File: src/rtl/minim_pkg.sv
// Shared types and defaults for the minimiser sequencer.
// Imported by the controller and its result buffer.
package minim_pkg;

    localparam int DEF_RES_W   = 10;
    localparam int DEF_DEPTH   = 16;
    localparam int DEF_CNT_W   = 6;
    localparam int DEF_ERR_W   = 3;
    localparam int DEF_TIMEOUT = 1024;

    // Truncated to ERR_W at the point of use, so it stays all-ones.
    localparam logic [31:0] ERR_TIMEOUT = '1;

    typedef enum logic [3:0] {
        IDLE,
        POP1,
        POP2,
        WAIT_DONE,
        COLLECT,
        SEND,
        SEND_WAIT,
        ERR_SEND,
        ERR_WAIT
    } state_e;

    function automatic logic [7:0] sat_inc(input logic [7:0] v);
        return (v == 8'hFF) ? v : v + 8'd1;
    endfunction

endpackage

File: src/rtl/minim_resbuf.sv
// Result word store: synchronous write, combinational read.
// Contents are not reset; the controller only reads written slots.
module minim_resbuf
    import minim_pkg::*;
#(
    parameter int RES_W = DEF_RES_W,
    parameter int DEPTH = DEF_DEPTH
) (
    input  logic                     clk,
    input  logic                     we,
    input  logic [$clog2(DEPTH)-1:0] waddr,
    input  logic [RES_W-1:0]         wdata,
    input  logic [$clog2(DEPTH)-1:0] raddr,
    output logic [RES_W-1:0]         rdata
);

    logic [RES_W-1:0] mem [DEPTH];

    always_ff @(posedge clk) begin
        if (we) begin
            mem[waddr] <= wdata;
        end
    end

    assign rdata = mem[raddr];

endmodule

File: src/rtl/minim_ctrl.sv
// Sequencer: FIFO pop -> minimiser run or error forward -> buffered
// result words sent one frame at a time to the serial transmitter.
module minim_ctrl
    import minim_pkg::*;
#(
    parameter int RES_W   = DEF_RES_W,
    parameter int DEPTH   = DEF_DEPTH,
    parameter int CNT_W   = DEF_CNT_W,
    parameter int ERR_W   = DEF_ERR_W,
    parameter int TIMEOUT = DEF_TIMEOUT
) (
    input  logic             clk,
    input  logic             rst_n,
    input  logic             fifo_empty,
    output logic             fifo_rd,
    input  logic [ERR_W-1:0] fifo_err,
    output logic             min_start,
    input  logic             min_done,
    input  logic [CNT_W-1:0] min_count,
    input  logic             min_res_vld,
    input  logic [RES_W-1:0] min_res,
    output logic             tx_send,
    output logic [RES_W-1:0] tx_data,
    output logic [ERR_W-1:0] tx_err,
    input  logic             tx_ready,
    output logic             busy,
    output logic [7:0]       ovf_cnt
);

    localparam int AW    = $clog2(DEPTH);
    localparam int PTR_W = AW + 1;
    localparam int WD_W  = (TIMEOUT > 2) ? $clog2(TIMEOUT) : 1;

    localparam logic [PTR_W-1:0] DEPTH_P = PTR_W'(DEPTH);
    localparam logic [CNT_W-1:0] DEPTH_C = CNT_W'(DEPTH);
    localparam logic [WD_W-1:0]  WD_LAST = WD_W'(TIMEOUT - 1);
    localparam bit               WD_EN   = (TIMEOUT != 0);

    state_e           state;
    logic [PTR_W-1:0] wr_ptr;
    logic [PTR_W-1:0] rd_ptr;
    logic [PTR_W-1:0] cnt;
    logic             ovf;
    logic [WD_W-1:0]  wd;
    logic             we;
    logic [RES_W-1:0] rdata;

    assign we   = (state == COLLECT) && min_res_vld && (wr_ptr < cnt);
    assign busy = (state != IDLE);

    minim_resbuf #(
        .RES_W (RES_W),
        .DEPTH (DEPTH)
    ) u_buf (
        .clk   (clk),
        .we    (we),
        .waddr (wr_ptr[AW-1:0]),
        .wdata (min_res),
        .raddr (rd_ptr[AW-1:0]),
        .rdata (rdata)
    );

    always_ff @(posedge clk or negedge rst_n) begin
        if (!rst_n) begin
            state     <= IDLE;
            fifo_rd   <= 1'b0;
            min_start <= 1'b0;
            tx_send   <= 1'b0;
            tx_data   <= '0;
            tx_err    <= '0;
            wr_ptr    <= '0;
            rd_ptr    <= '0;
            cnt       <= '0;
            ovf       <= 1'b0;
            wd        <= '0;
            ovf_cnt   <= '0;
        end else begin
            fifo_rd   <= 1'b0;
            min_start <= 1'b0;
            tx_send   <= 1'b0;
            unique case (state)
                IDLE: begin
                    if (!fifo_empty) begin
                        fifo_rd <= 1'b1;
                        state   <= POP1;
                    end
                end
                POP1: begin
                    state <= POP2;
                end
                POP2: begin
                    if (fifo_err != '0) begin
                        tx_err <= fifo_err;
                        state  <= ERR_SEND;
                    end else begin
                        min_start <= 1'b1;
                        wd        <= '0;
                        state     <= WAIT_DONE;
                    end
                end
                WAIT_DONE: begin
                    wd <= wd + 1'b1;
                    if (min_done) begin
                        if (min_count > DEPTH_C) begin
                            cnt <= DEPTH_P;
                            ovf <= 1'b1;
                        end else begin
                            cnt <= PTR_W'(min_count);
                            ovf <= 1'b0;
                        end
                        wr_ptr <= '0;
                        if (min_count == '0) begin
                            state <= IDLE;
                        end else begin
                            state <= COLLECT;
                        end
                    end else if (WD_EN && wd == WD_LAST) begin
                        tx_err  <= ERR_W'(ERR_TIMEOUT);
                        ovf_cnt <= sat_inc(ovf_cnt);
                        state   <= ERR_SEND;
                    end
                end
                COLLECT: begin
                    // Exit is seen the cycle after the last write lands.
                    if (wr_ptr == cnt) begin
                        rd_ptr <= '0;
                        state  <= SEND;
                        if (ovf) begin
                            ovf_cnt <= sat_inc(ovf_cnt);
                            ovf     <= 1'b0;
                        end
                    end else if (min_res_vld) begin
                        wr_ptr <= wr_ptr + 1'b1;
                    end
                end
                SEND: begin
                    if (rd_ptr < cnt) begin
                        tx_data <= rdata;
                        tx_err  <= '0;
                        tx_send <= 1'b1;
                        state   <= SEND_WAIT;
                    end else begin
                        wr_ptr <= '0;
                        rd_ptr <= '0;
                        cnt    <= '0;
                        state  <= IDLE;
                    end
                end
                SEND_WAIT: begin
                    // A ready alongside our own send closes the previous frame.
                    if (tx_ready && !tx_send) begin
                        rd_ptr <= rd_ptr + 1'b1;
                        state  <= SEND;
                    end
                end
                ERR_SEND: begin
                    tx_send <= 1'b1;
                    state   <= ERR_WAIT;
                end
                ERR_WAIT: begin
                    if (tx_ready && !tx_send) begin
                        tx_err <= '0;
                        state  <= IDLE;
                    end
                end
                default: begin
                    state <= IDLE;
                end
            endcase
        end
    end

endmodule

File: config.mk
export PLATFORM = sky130hd
export DESIGN_NAME = minim_ctrl
export DESIGN_NICKNAME = d
export VERILOG_FILES = /design/src/rtl/minim_pkg.sv /design/src/rtl/minim_resbuf.sv /design/src/rtl/minim_ctrl.sv
export SDC_FILE = /design/constraint.sdc
export NUM_CORES = 1
export LEC_CHECK = 0
export BUFFER_PORTS_ARGS = -buffer_cell sky130_fd_sc_hd__buf_2
export CORE_UTILIZATION = 50
export CTS_CLUSTER_DIAMETER = 120
export DETAILED_ROUTE_END_ITERATION = 8
export MAX_ROUTING_LAYER = met4
export PLACE_DENSITY_LB_ADDON = 0.25
export SYNTH_ARGS = -nofsm -noshare
export SYNTH_HDL_FRONTEND = slang
export SYNTH_SLANG_ARGS = --single-unit
File: constraint.sdc
create_clock -name clk -period 4.8 [get_ports clk]
set_input_delay 0.96 -clock clk [delete_from_list [all_inputs] [get_ports clk]]
set_output_delay 0.96 -clock clk [all_outputs]
set_load 0.02 [all_outputs]
Yosys cells after proc, flatten, opt, wreduce, memory -nomap -nowiden
Memories as Yosys holds them, arrays and structs flattened. A register that Yosys moved wholly into a read port is not among the register bits.
Index checks and enable logic that the tools add are counted.
- memories: 1
- bits in latches: 0
- RAM bits: 160
- memory bits (read-only): 0
- register bits after elaboration: 44
- muxes and demuxes: 47
- eq/ne operators: 26
- order comparisons: 3
- shift-type cells: 0
- reductions and logical operators: 24
- bitwise gates (word level): 0
- div/mod/pow operators: 0
- $add $sub $neg: 4
- multiply operators: 0
- memory list (name ; depth ; width ; read ports ; clocked after memory_dff ; wr ports ; RTL line ; RTL):
    u_buf.mem ; 16 ; 10 ; 1 ; 1 ; 1 ; minim_resbuf.sv:17 ; logic [RES_W-1:0] mem [DEPTH];
- operators by type and width (operator ; count):
    $mux W5 ; 8
    $mux W8 ; 5
    $pmux W4 S9 ; 1
    $pmux W5 S3 ; 2
    $ne A2 B2 Y1 const B ; 13
    $mux W3 ; 8
    $mux W4 ; 6
    $pmux W10 S2 ; 1
    $eq A4 B3 Y1 const B ; 4
    $pmux W8 S2 ; 1
    $reduce_and A5 Y1 ; 3
    $pmux W3 S4 ; 1
    $add A10 B1 Y10 const B ; 1
    $add A5 B1 Y5 const B ; 2
    $eq A10 B10 Y1 const B ; 1
    $lt A5 B5 Y1 ; 2
    $mux W1 ; 10
    $mux W10 ; 1
    $pmux W5 S2 ; 1
    $reduce_bool A3 Y1 ; 3
    $add A8 B1 Y8 const B ; 1
    $eq A4 B2 Y1 const B ; 2
    $eq A8 B8 Y1 const B ; 1
    $reduce_bool A4 Y1 ; 2
    16 further kinds ; 24

Depth between registers and ports, before layout
Gate-level depths: netlist (run 1).
- depth in word-level cells: 5
- depth in mapped cells: 8
- gate-level depth less buffers: 7

Hierarchy
Synthesis (run 1) repeated with hierarchy kept, for this count alone.
- cell total of the unflattened synthesis: 592
- area total of the unflattened synthesis: 9126.3 sq um
- modules (own cells, without submodules) (module ; cells an instance ; area an instance (sq um) ; times used):
    minim_resbuf ; 269 ; 6153.4 ; 1
    minim_ctrl ; 323 ; 2972.9 ; 1

Worst setup path before layout (run 1)
OpenSTA, ideal clock, no wires.
- kind: flip-flop to flip-flop
- start: register state[1]
- end: memory u_buf.mem[3][0] (netlist name) (enable)
- cell stages (with the launch flop): 7
- period minus slack after synthesis: 2715 ps
- setup slack: 2085 ps
- arrival: 2326 ps
- required time: 4410 ps
- cells stage by stage: dfrtp_1 buf_2 nor4b_2 o211ai_1 a211oi_1 nand2_1 nor3_1
- cells in the longest elaborated chain, start to end: 5
- RTL lines (item ; RTL line ; RTL):
    start, declared ; minim_ctrl.sv:39 ; state_e state;
    start signal, assigned ; minim_ctrl.sv:65 ; state <= IDLE;
    start signal, assigned ; minim_ctrl.sv:85 ; state <= POP1;
    start signal, assigned ; minim_ctrl.sv:89 ; state <= POP2;
    $eq A4 B3 Y1 ; minim_ctrl.sv:48 ; assign we = (state == COLLECT) && min_res_vld && (wr_ptr < cnt);
    $logic_and A1 B1 Y1 (2 in a row) ; minim_ctrl.sv:48 ;
    $mux W1 ; minim_resbuf.sv:20 ; if (we) begin
    $mux W1 (implied by the code) ; minim_resbuf.sv:21 ; mem[waddr] <= wdata;
    end, declared ; minim_resbuf.sv:17 ;
Every way passes these cells.

Final worst setup path (run 1)
- start: register state[1]
- end: memory u_buf.mem[13][6] (netlist name) (enable)
Same word-level chain as after synthesis.

==> out/results.ini, run 1 <==
[status]
status=completed

[detailed_routing]
ant_nets=0
wl_mm=19.18
drt_iter0_markers=422
drc=0
dr.pass1.iters=4
routedWlPerCell_um=21.65
dr_total_vias=5275
via_per_inst=5.954

[setup_path]
path_cells=nor4b_2 > o211ai_1 > a211oi_1 > nand2_1 > nor2_1
critical_path.max_fanout=22
crit_family=simple AND/OR/NAND/NOR gates
crit_path_top_delay_cell=nor2_1
worst-path-buf-inv=0
crit_required_ns=4.94
crit_path_start_kind=register
critical_path.max_stage_delay_ns=0.83
cp-end-kind=register
arrival_ns=3.60
crit_type=reg -> reg

[global_route]
use_met1=0.2978
grt_max_degree=49
busiest_layer=met2
first_global_vias=5376
grt_pass1_wl_mm=30.02
met2_usage=0.3572
grtUsageMet3=0.02980
gr-total-overflow=0
antenna_found_initial=0
grt_usage=0.2231

[yosys]
avgSynthCellArea_um2=15.65
yosysUniqueCellTypes=51
synth_fa_ha_area_frac=0.02191
synth-xor-area-share=0.008627
syn-num-nets=625
yosys-mux-area-fraction=0.1291
synth-simple-area-share=0.08202
synth_edf_count=160
synth_area_leaders=edfxtp_1, dfrtp_1, mux4_2
synth_area_um2=9138
yosys_warnings=0
synth_top_area_frac=0.5258
synthArstFlopShare=0.2523
ys_seq_area_frac=0.6737
synth_top_family_by_area=multiplexers
synthFlopType=edfxtp_1
syn_inst=584
synth_compound_area_frac=0.06819
synth_largest_area_cell=edfxtp_1
ys_ff_latch=214

[die]
die-area_um2=18820
die_w_um=137.2
initial_core_util=0.5087
core_region_area_um2=17960
die_y_um=137.2
row_count=49
ios=50

[cts]
clkLatencyLatePin_ns=0.52
cts_max_level=1
hold_buffers=0
cts_tree=built
clkSinkCount=214
cts_setup_buffers=0
cts_buffers=23
cts_buffer_depth=3
ctsResizeCount=0
clk_pin_slew_worst_paths_ns=0.06
cts_root_buffer=clkbuf_16

[sta]
drv_slew=0
fmax_mhz=288.9
period_needed_ns=3.461
slew_headroom=0.3239
rsz0062_at_grt=false
fin_crit_sh=0.7211
worstMarginPinSlew_ns=1.010
fin_ws_ns=1.339
fin_skew_ns=0.01056
fin_setup_tns_ns=0
holdWs_ns=0.2599
setup_viol_count_final=0
hold_violations=0

[finish]
final_common_cell=edfxtp_1
nets=681
synthToLayoutAreaGrowth_pct=12.95
layout_common_cells=edfxtp_1, dfrtp_1, buf_2
layout-drive-gt1-share=0.2268
fin_util=0.5746
fin_cells=886
final_area_um2=10320
n_antenna_cell=0

[min_path]
hold_class=in -> async

[place]
gp_congestion=0.8829
post-dp-hpwl_mm=12.42
dp_slack_ns=1.395
port_buffers=49
dp_cells=844
place_area_um2=9622

[pwr]
power_mw=5.633
leakagePower_nw=3.702
cellPowerDensity_nw_per_um2=545.8
peakVddDrop_uv=411.2

[job]
drv_cap=0

==> cells in the mapped netlist, types with 9 or more instances <==
cell type  instances
buf_2             12
nor3b_1            9
nand3_1           15
mux2_2            15
mux4_2            40
o21ai_0           30
mux2i_1           11
nand2_1           33
nor2_1            37
nor3_1            14
dfrtp_1           54
clkbuf_1          11
edfxtp_1         160
a21oi_1           28
ha_1              16
inv_1             10
==> metal layers <==
layer | wire length [um] | share of wire
met5 | 0 | 0
met4 | 548 | 0.029
met3 | 827 | 0.043
met2 | 9560 | 0.50
met1 | 8244 | 0.43
==> worst register-to-register path, delay by kind of cell (launching register included) <==
kind               cells  cell delay (ns)
AOI/OAI and AO/OA      2             0.78
DFF                    1             0.62
and+or+nand+nor        3             1.68
==> sequential cells by signal, summed over array words and instances (netlist names), 3 cells and up <==
signal / flops
wr_ptr: 5
rd_ptr: 5
state: 4
tx_err: 3
u_buf.mem: 160
cnt: 5
tx_data: 10
wd: 10
ovf_cnt: 8
==> power breakdown <==
part | switching [mW] | internal, mW
sequential | 0.255 | 2.15
combinational | 0.872 | 0.702
clock | 0.705 | 0.945
==> final cells by class <==
cell class / count / area (um2)
Fill cell: 1369 / 7642
Sequential cell: 214 / 6157
Multi-Input combinational cell: 334 / 2835
Clock buffer: 36 / 655.6
Timing Repair Buffer: 57 / 305.3
Tap cell: 229 / 286.5
Clock inverter: 6 / 43.79
Inverter: 10 / 37.54
==> logic make-up after synthesis <==
kind of cell / count (synthesis)
simple gates: 145
mux: 66
xor+xnor: 9
flops: 214
compound gates: 98
buf+inv: 36
fa+ha+maj: 16
==> path summary, 6_finish.rpt <==
path / slack (ns) / start / cells after the start / end
max: 1.34 / state[1] / 5 / u_buf.mem[13][6]
min: 0.26 / rst_n / 1 / wd[6]
max reg2reg: 1.34 / state[1] / 5 / u_buf.mem[13][6]
min reg2reg: 0.47 / tx_data[2] / 2 / tx_data[2]
max in group asynchronous: 3.66 / rst_n / 2 / rd_ptr[0]
min in group clk: 0.47 / tx_data[2] / 2 / tx_data[2]
(Power assumes the default switching activity.)
==> run 2, diff against run 1 <==
- clock period: 4.8 -> 3.1 ns (I/O delays scaled with it)
==> out/results.ini, run 2 (same netlist as run 1, synthesis figures left out) <==
[status]
status=completed

[min_path]
hold_class=in -> async

[die]
initial_core_util=0.5087  ; unchanged
ios=50  ; unchanged
die-area_um2=18820  ; unchanged
die_w_um=137.2  ; unchanged
core_region_area_um2=17960  ; unchanged
die_y_um=137.2  ; unchanged
row_count=49  ; unchanged

[sta]
hold_violations=0  ; unchanged
period_needed_ns=2.644  ; -0.8171 ns
drv_slew=0  ; unchanged
holdWs_ns=0.2862  ; +0.02628 ns
fin_crit_sh=0.8530  ; +0.1319
fmax_mhz=378.2  ; +31%
worstMarginPinSlew_ns=1.041  ; +0.03050 ns
fin_setup_tns_ns=0  ; unchanged
slew_headroom=0.3061  ; -0.01784
rsz0062_at_grt=false
setup_viol_count_final=0  ; unchanged
fin_ws_ns=0.4558  ; -0.8829 ns
fin_skew_ns=0.01601  ; +0.005457 ns

[cts]
cts_tree=built
cts_max_level=1  ; unchanged
ctsResizeCount=0  ; unchanged
clkSinkCount=214  ; unchanged
cts_setup_buffers=0  ; unchanged
clk_pin_slew_worst_paths_ns=0.06  ; about the same
cts_buffers=23  ; unchanged
clkLatencyLatePin_ns=0.52  ; about the same
hold_buffers=0  ; unchanged
cts_root_buffer=clkbuf_16
cts_buffer_depth=3  ; unchanged

[place]
post-dp-hpwl_mm=13.07  ; +5.3%
port_buffers=49  ; unchanged
place_area_um2=9792  ; +1.8%
gp_congestion=0.9006  ; +2.0%
dp_cells=865  ; +2.5%
dp_slack_ns=0.5188  ; -0.8761 ns

[pwr]
power_mw=8.692  ; +54%
cellPowerDensity_nw_per_um2=831.6  ; +52%
leakagePower_nw=3.805  ; +2.8%
peakVddDrop_uv=613.2  ; +49%

[finish]
synthToLayoutAreaGrowth_pct=14.39
layout_common_cells=edfxtp_1, dfrtp_1, buf_2
n_antenna_cell=0  ; unchanged
nets=702  ; +3.1%
largestRegisters=u_buf.mem x160, tx_data x10, wd x10
regMostFlops=u_buf.mem
fin_cells=904  ; +2.0%
fillers=1391  ; +1.6%
layout-drive-gt1-share=0.2533  ; +0.02654
fin_util=0.5819  ; +0.007313
final_area_um2=10450  ; +1.3%
final_common_cell=edfxtp_1
largest_reg_flops=160  ; unchanged

[detailed_routing]
drc=0  ; unchanged
dr_total_vias=5438  ; +3.1%
wl_mm=19.72  ; +2.8%
via_per_inst=6.015  ; +1.0%
dr.pass1.iters=5  ; +1
routedWlPerCell_um=21.81  ; +0.76%
ant_nets=0  ; unchanged
drt_iter0_markers=445  ; +5.5%

[setup_path]
rr_worst_depth=8  ; +3
crit_required_ns=3.32  ; -1.62 ns
crit_path_start_kind=register
critical_path.max_fanout=12  ; -45%
r2r-start=wr_ptr[2]
ff2ff_setup_slack_ns=0.46  ; -0.88 ns
crit_path_start=wr_ptr[2]
crit_type=reg -> reg
arrival_ns=2.86  ; -0.74 ns
cp-end-kind=register

[job]
drv_cap=0  ; unchanged

[global_route]
grt_pass1_wl_mm=30.55  ; +1.7%
grt_max_degree=47  ; -4.1%
gr-total-overflow=0  ; unchanged
antenna_found_initial=0  ; unchanged
first_global_vias=5344  ; -0.60%
grt_usage=0.2280  ; +0.004864

[run 2: final timing paths]
path,end
max reg2reg,u_buf.mem[1][1]
min reg2reg,tx_data[0]
min,tx_err[2]
min in group clk,fifo_rd
max,u_buf.mem[1][1]
max in group asynchronous,tx_data[3]
[run 2: cell type report]
cell class | instances | area, um2 | share of cell area
Clock inverter | 10 | 62.56 | 0.005985
Tap cell | 229 | 286.5 | 0.02741
Multi-Input combinational cell | 334 | 2835 | 0.2712
Clock buffer | 29 | 598.1 | 0.05722
Sequential cell | 214 | 6157 | 0.5891
Inverter | 10 | 37.54 | 0.003591
Timing Repair Buffer | 78 | 475.5 | 0.04549
[run 2: power breakdown]
group / internal [mW] / total [mW] / leakage (nW) / switching [mW]
combinational: 1.16 / 2.72 / 1.33 / 1.57
sequential: 3.34 / 3.55 / 2.14 / 0.206
clock: 1.37 / 2.42 / 0.331 / 1.06
total: 5.86 / 8.69 / 3.80 / 2.83
[run 2: critical path, cell delays in order (launching register included)]
cell      delay (ns)
dfrtp_1         0.58
ha_1            0.34
a21o_1          0.17
a21o_1          0.17
a211oi_1        0.37
buf_4           0.20
nand2_1         0.11
nor3_1          0.18
buf_4           0.23
[run 2: metal layers]
layer / vias up / wire length, um / GRT usage
met5: - / 0 / -
met4: 0 / 433 / 0.05922
met3: 31 / 882 / 0.02980
met2: 164 / 9726 / 0.3608
met1: 2800 / 8676 / 0.3149
li1: 2443 / - / -
==> run 3, diff against run 2 <==
- CTS_CLUSTER_SIZE: unset -> 12
- RECOVER_POWER: unset -> 50
==> out/results.ini, run 3 (same netlist as run 1, synthesis figures left out) <==
[setup_path]
cp-end-kind=register
crit_required_ns=3.30  ; -0.02 ns
rr_worst_depth=8  ; unchanged
crit_type=reg -> reg
crit_path_start_kind=register
critical_path.max_fanout=12  ; unchanged
ff2ff_setup_slack_ns=0.39  ; -0.07 ns
rr_endpoint=u_buf.mem[1][1]
r2r-start=wr_ptr[2]
arrival_ns=2.91  ; +0.05 ns

[die]
core_region_area_um2=17960  ; unchanged
initial_core_util=0.5087  ; unchanged
row_count=49  ; unchanged
die_y_um=137.2  ; unchanged
ios=50  ; unchanged
die-area_um2=18820  ; unchanged
die_w_um=137.2  ; unchanged

[global_route]
grtUsageMet3=0.03274  ; +0.002943
first_global_vias=5332  ; -0.22%
grt_max_degree=47  ; unchanged
grt_usage=0.2278  ; about the same
gr-total-overflow=0  ; unchanged
antenna_found_initial=0  ; unchanged
grt_pass1_wl_mm=30.60  ; +0.18%
use_met1=0.3135  ; -0.001350
met2_usage=0.3628  ; +0.001964
busiest_layer=met2

[min_path]
hold_class=in -> async

[detailed_routing]
dr.pass1.iters=5  ; unchanged
dr_total_vias=5453  ; +0.28%
drt_iter0_markers=341  ; -23%
routedWlPerCell_um=21.83  ; about the same
via_per_inst=6.045  ; +0.50%
ant_nets=0  ; unchanged
drc=0  ; unchanged
wl_mm=19.70  ; -0.12%

[sta]
rsz0062_at_grt=false
slew_headroom=0.3161  ; +0.01000
fin_skew_ns=0.01183  ; -0.004182 ns
setup_viol_count_final=0  ; unchanged
drv_slew=0  ; unchanged
hold_violations=0  ; unchanged
fin_setup_tns_ns=0  ; unchanged
fmax_mhz=369.0  ; -2.4%
worstMarginPinSlew_ns=1.026  ; -0.01500 ns
period_needed_ns=2.710  ; +0.06569 ns
fin_crit_sh=0.8742  ; +0.02119

[cts]
clkSinkCount=214  ; unchanged
ctsResizeCount=0  ; unchanged
cts_tree=built
cts_max_level=1  ; unchanged
clkLatencyLatePin_ns=0.50  ; -0.02 ns
cts_buffer_depth=3  ; unchanged
cts_root_buffer=clkbuf_16
hold_buffers=0  ; unchanged
clk_pin_slew_worst_paths_ns=0.06  ; about the same
cts_buffers=21  ; -8.7%
cts_setup_buffers=0  ; unchanged

[place]
port_buffers=49  ; unchanged
gp_congestion=0.9006  ; unchanged
post-dp-hpwl_mm=13.07  ; unchanged

[pwr]
cellPowerDensity_nw_per_um2=825.5  ; -0.73%
power_mw=8.553  ; -1.6%
leakagePower_nw=3.696  ; -2.9%
peakVddDrop_uv=521.5  ; -15%

[finish]
n_antenna_cell=0  ; unchanged
synthToLayoutAreaGrowth_pct=13.39
regArea_um2=6157  ; unchanged
layout_common_cells=edfxtp_1, dfrtp_1, mux4_2
nets=700  ; -0.28%
multi_input_area_um2=2835  ; unchanged
fillers=1394  ; +0.22%
regMostFlops=u_buf.mem
largestRegisters=u_buf.mem x160, tx_data x10, wd x10
layout-drive-gt1-share=0.2110  ; -0.04234
final_common_cell=edfxtp_1
largest_reg_flops=160  ; unchanged

[status]
status=completed

[job]
drv_cap=0  ; unchanged

[run 3: cell types whose count changed in the layout (fill, tap and decap cells not counted), sizes merged]
cell | before | now
clkbuf | 29 | 57
buf | 78 | 57
clkinv | 9 | 0
[run 3: worst max path at each step]
| stage | to | startpoint | cells past startpoint |
|---|---|---|---|
| final | u_buf.mem[1][1] | wr_ptr[2] | 8 |
| after global placement | u_buf.mem[11][0] | wr_ptr[2] | 8 |
| after CTS | u_buf.mem[1][1] | wr_ptr[2] | 8 |
| after floorplan | u_buf.mem[3][0] | state[1] | 6 |
| after detailed placement | u_buf.mem[1][4] | wr_ptr[2] | 8 |
| after global routing | ovf_cnt[1] | state[1] | 5 |
[run 3: worst max-delay path, stage by stage (launching register included)]
cell	delay, ns
dfrtp_1	0.58
ha_1	0.34
a21o_1	0.17
a21o_1	0.19
a211oi_1	0.40
buf_4	0.20
nand2_1	0.12
nor3_1	0.18
buf_4	0.23
[run 3: layout make-up]
cell class,count,share of cell area
inverters,10,0.003623
clock buffers,36,0.05712
flip-flops and latches,214,0.5943
clock inverters,1,0.0008453
repair buffers,78,0.04287
well taps,229,0.02765
multi-input cells,334,0.2736
[run 3: report_power, final]
group / switching (mW) / leakage [nW] / total [mW] / internal (mW)
registers: 0.204 / 2.14 / 3.54 / 3.34
clock network: 1.01 / 0.287 / 2.30 / 1.29
logic: 1.57 / 1.27 / 2.71 / 1.14
total: 2.78 / 3.70 / 8.55 / 5.77
[run 3: per-stage QoR]
| stage | utilization | instances | worst slack [ns] | area [um2] | hold WS (ns) |
|---|---|---|---|---|---|
| 4_1_cts | 0.5785 | 902 | 0.4102 | 10390 | 0.2753 |
| 3_5_place_dp | 0.5451 | 865 | 0.5188 | 9792 | 0.4664 |
| 2_1_floorplan | - | 584 | 0.3845 | 9138 | 0.3244 |
| 5_1_grt | 0.5768 | 902 | 0.2483 | 10360 | 0.2749 |
| 6_report | 0.5768 | 902 | 0.3901 | 10360 | 0.2876 |
| 3_3_place_gp | 0.5451 | 865 | 0.5589 | 9792 | 0.4616 |
[run 3: layer usage]
layer  vias up  wire length [um]
met5         -                 0
met4         0               359
met3        34              1064
met2       174              9695
met1      2801              8575
li1       2444                 -
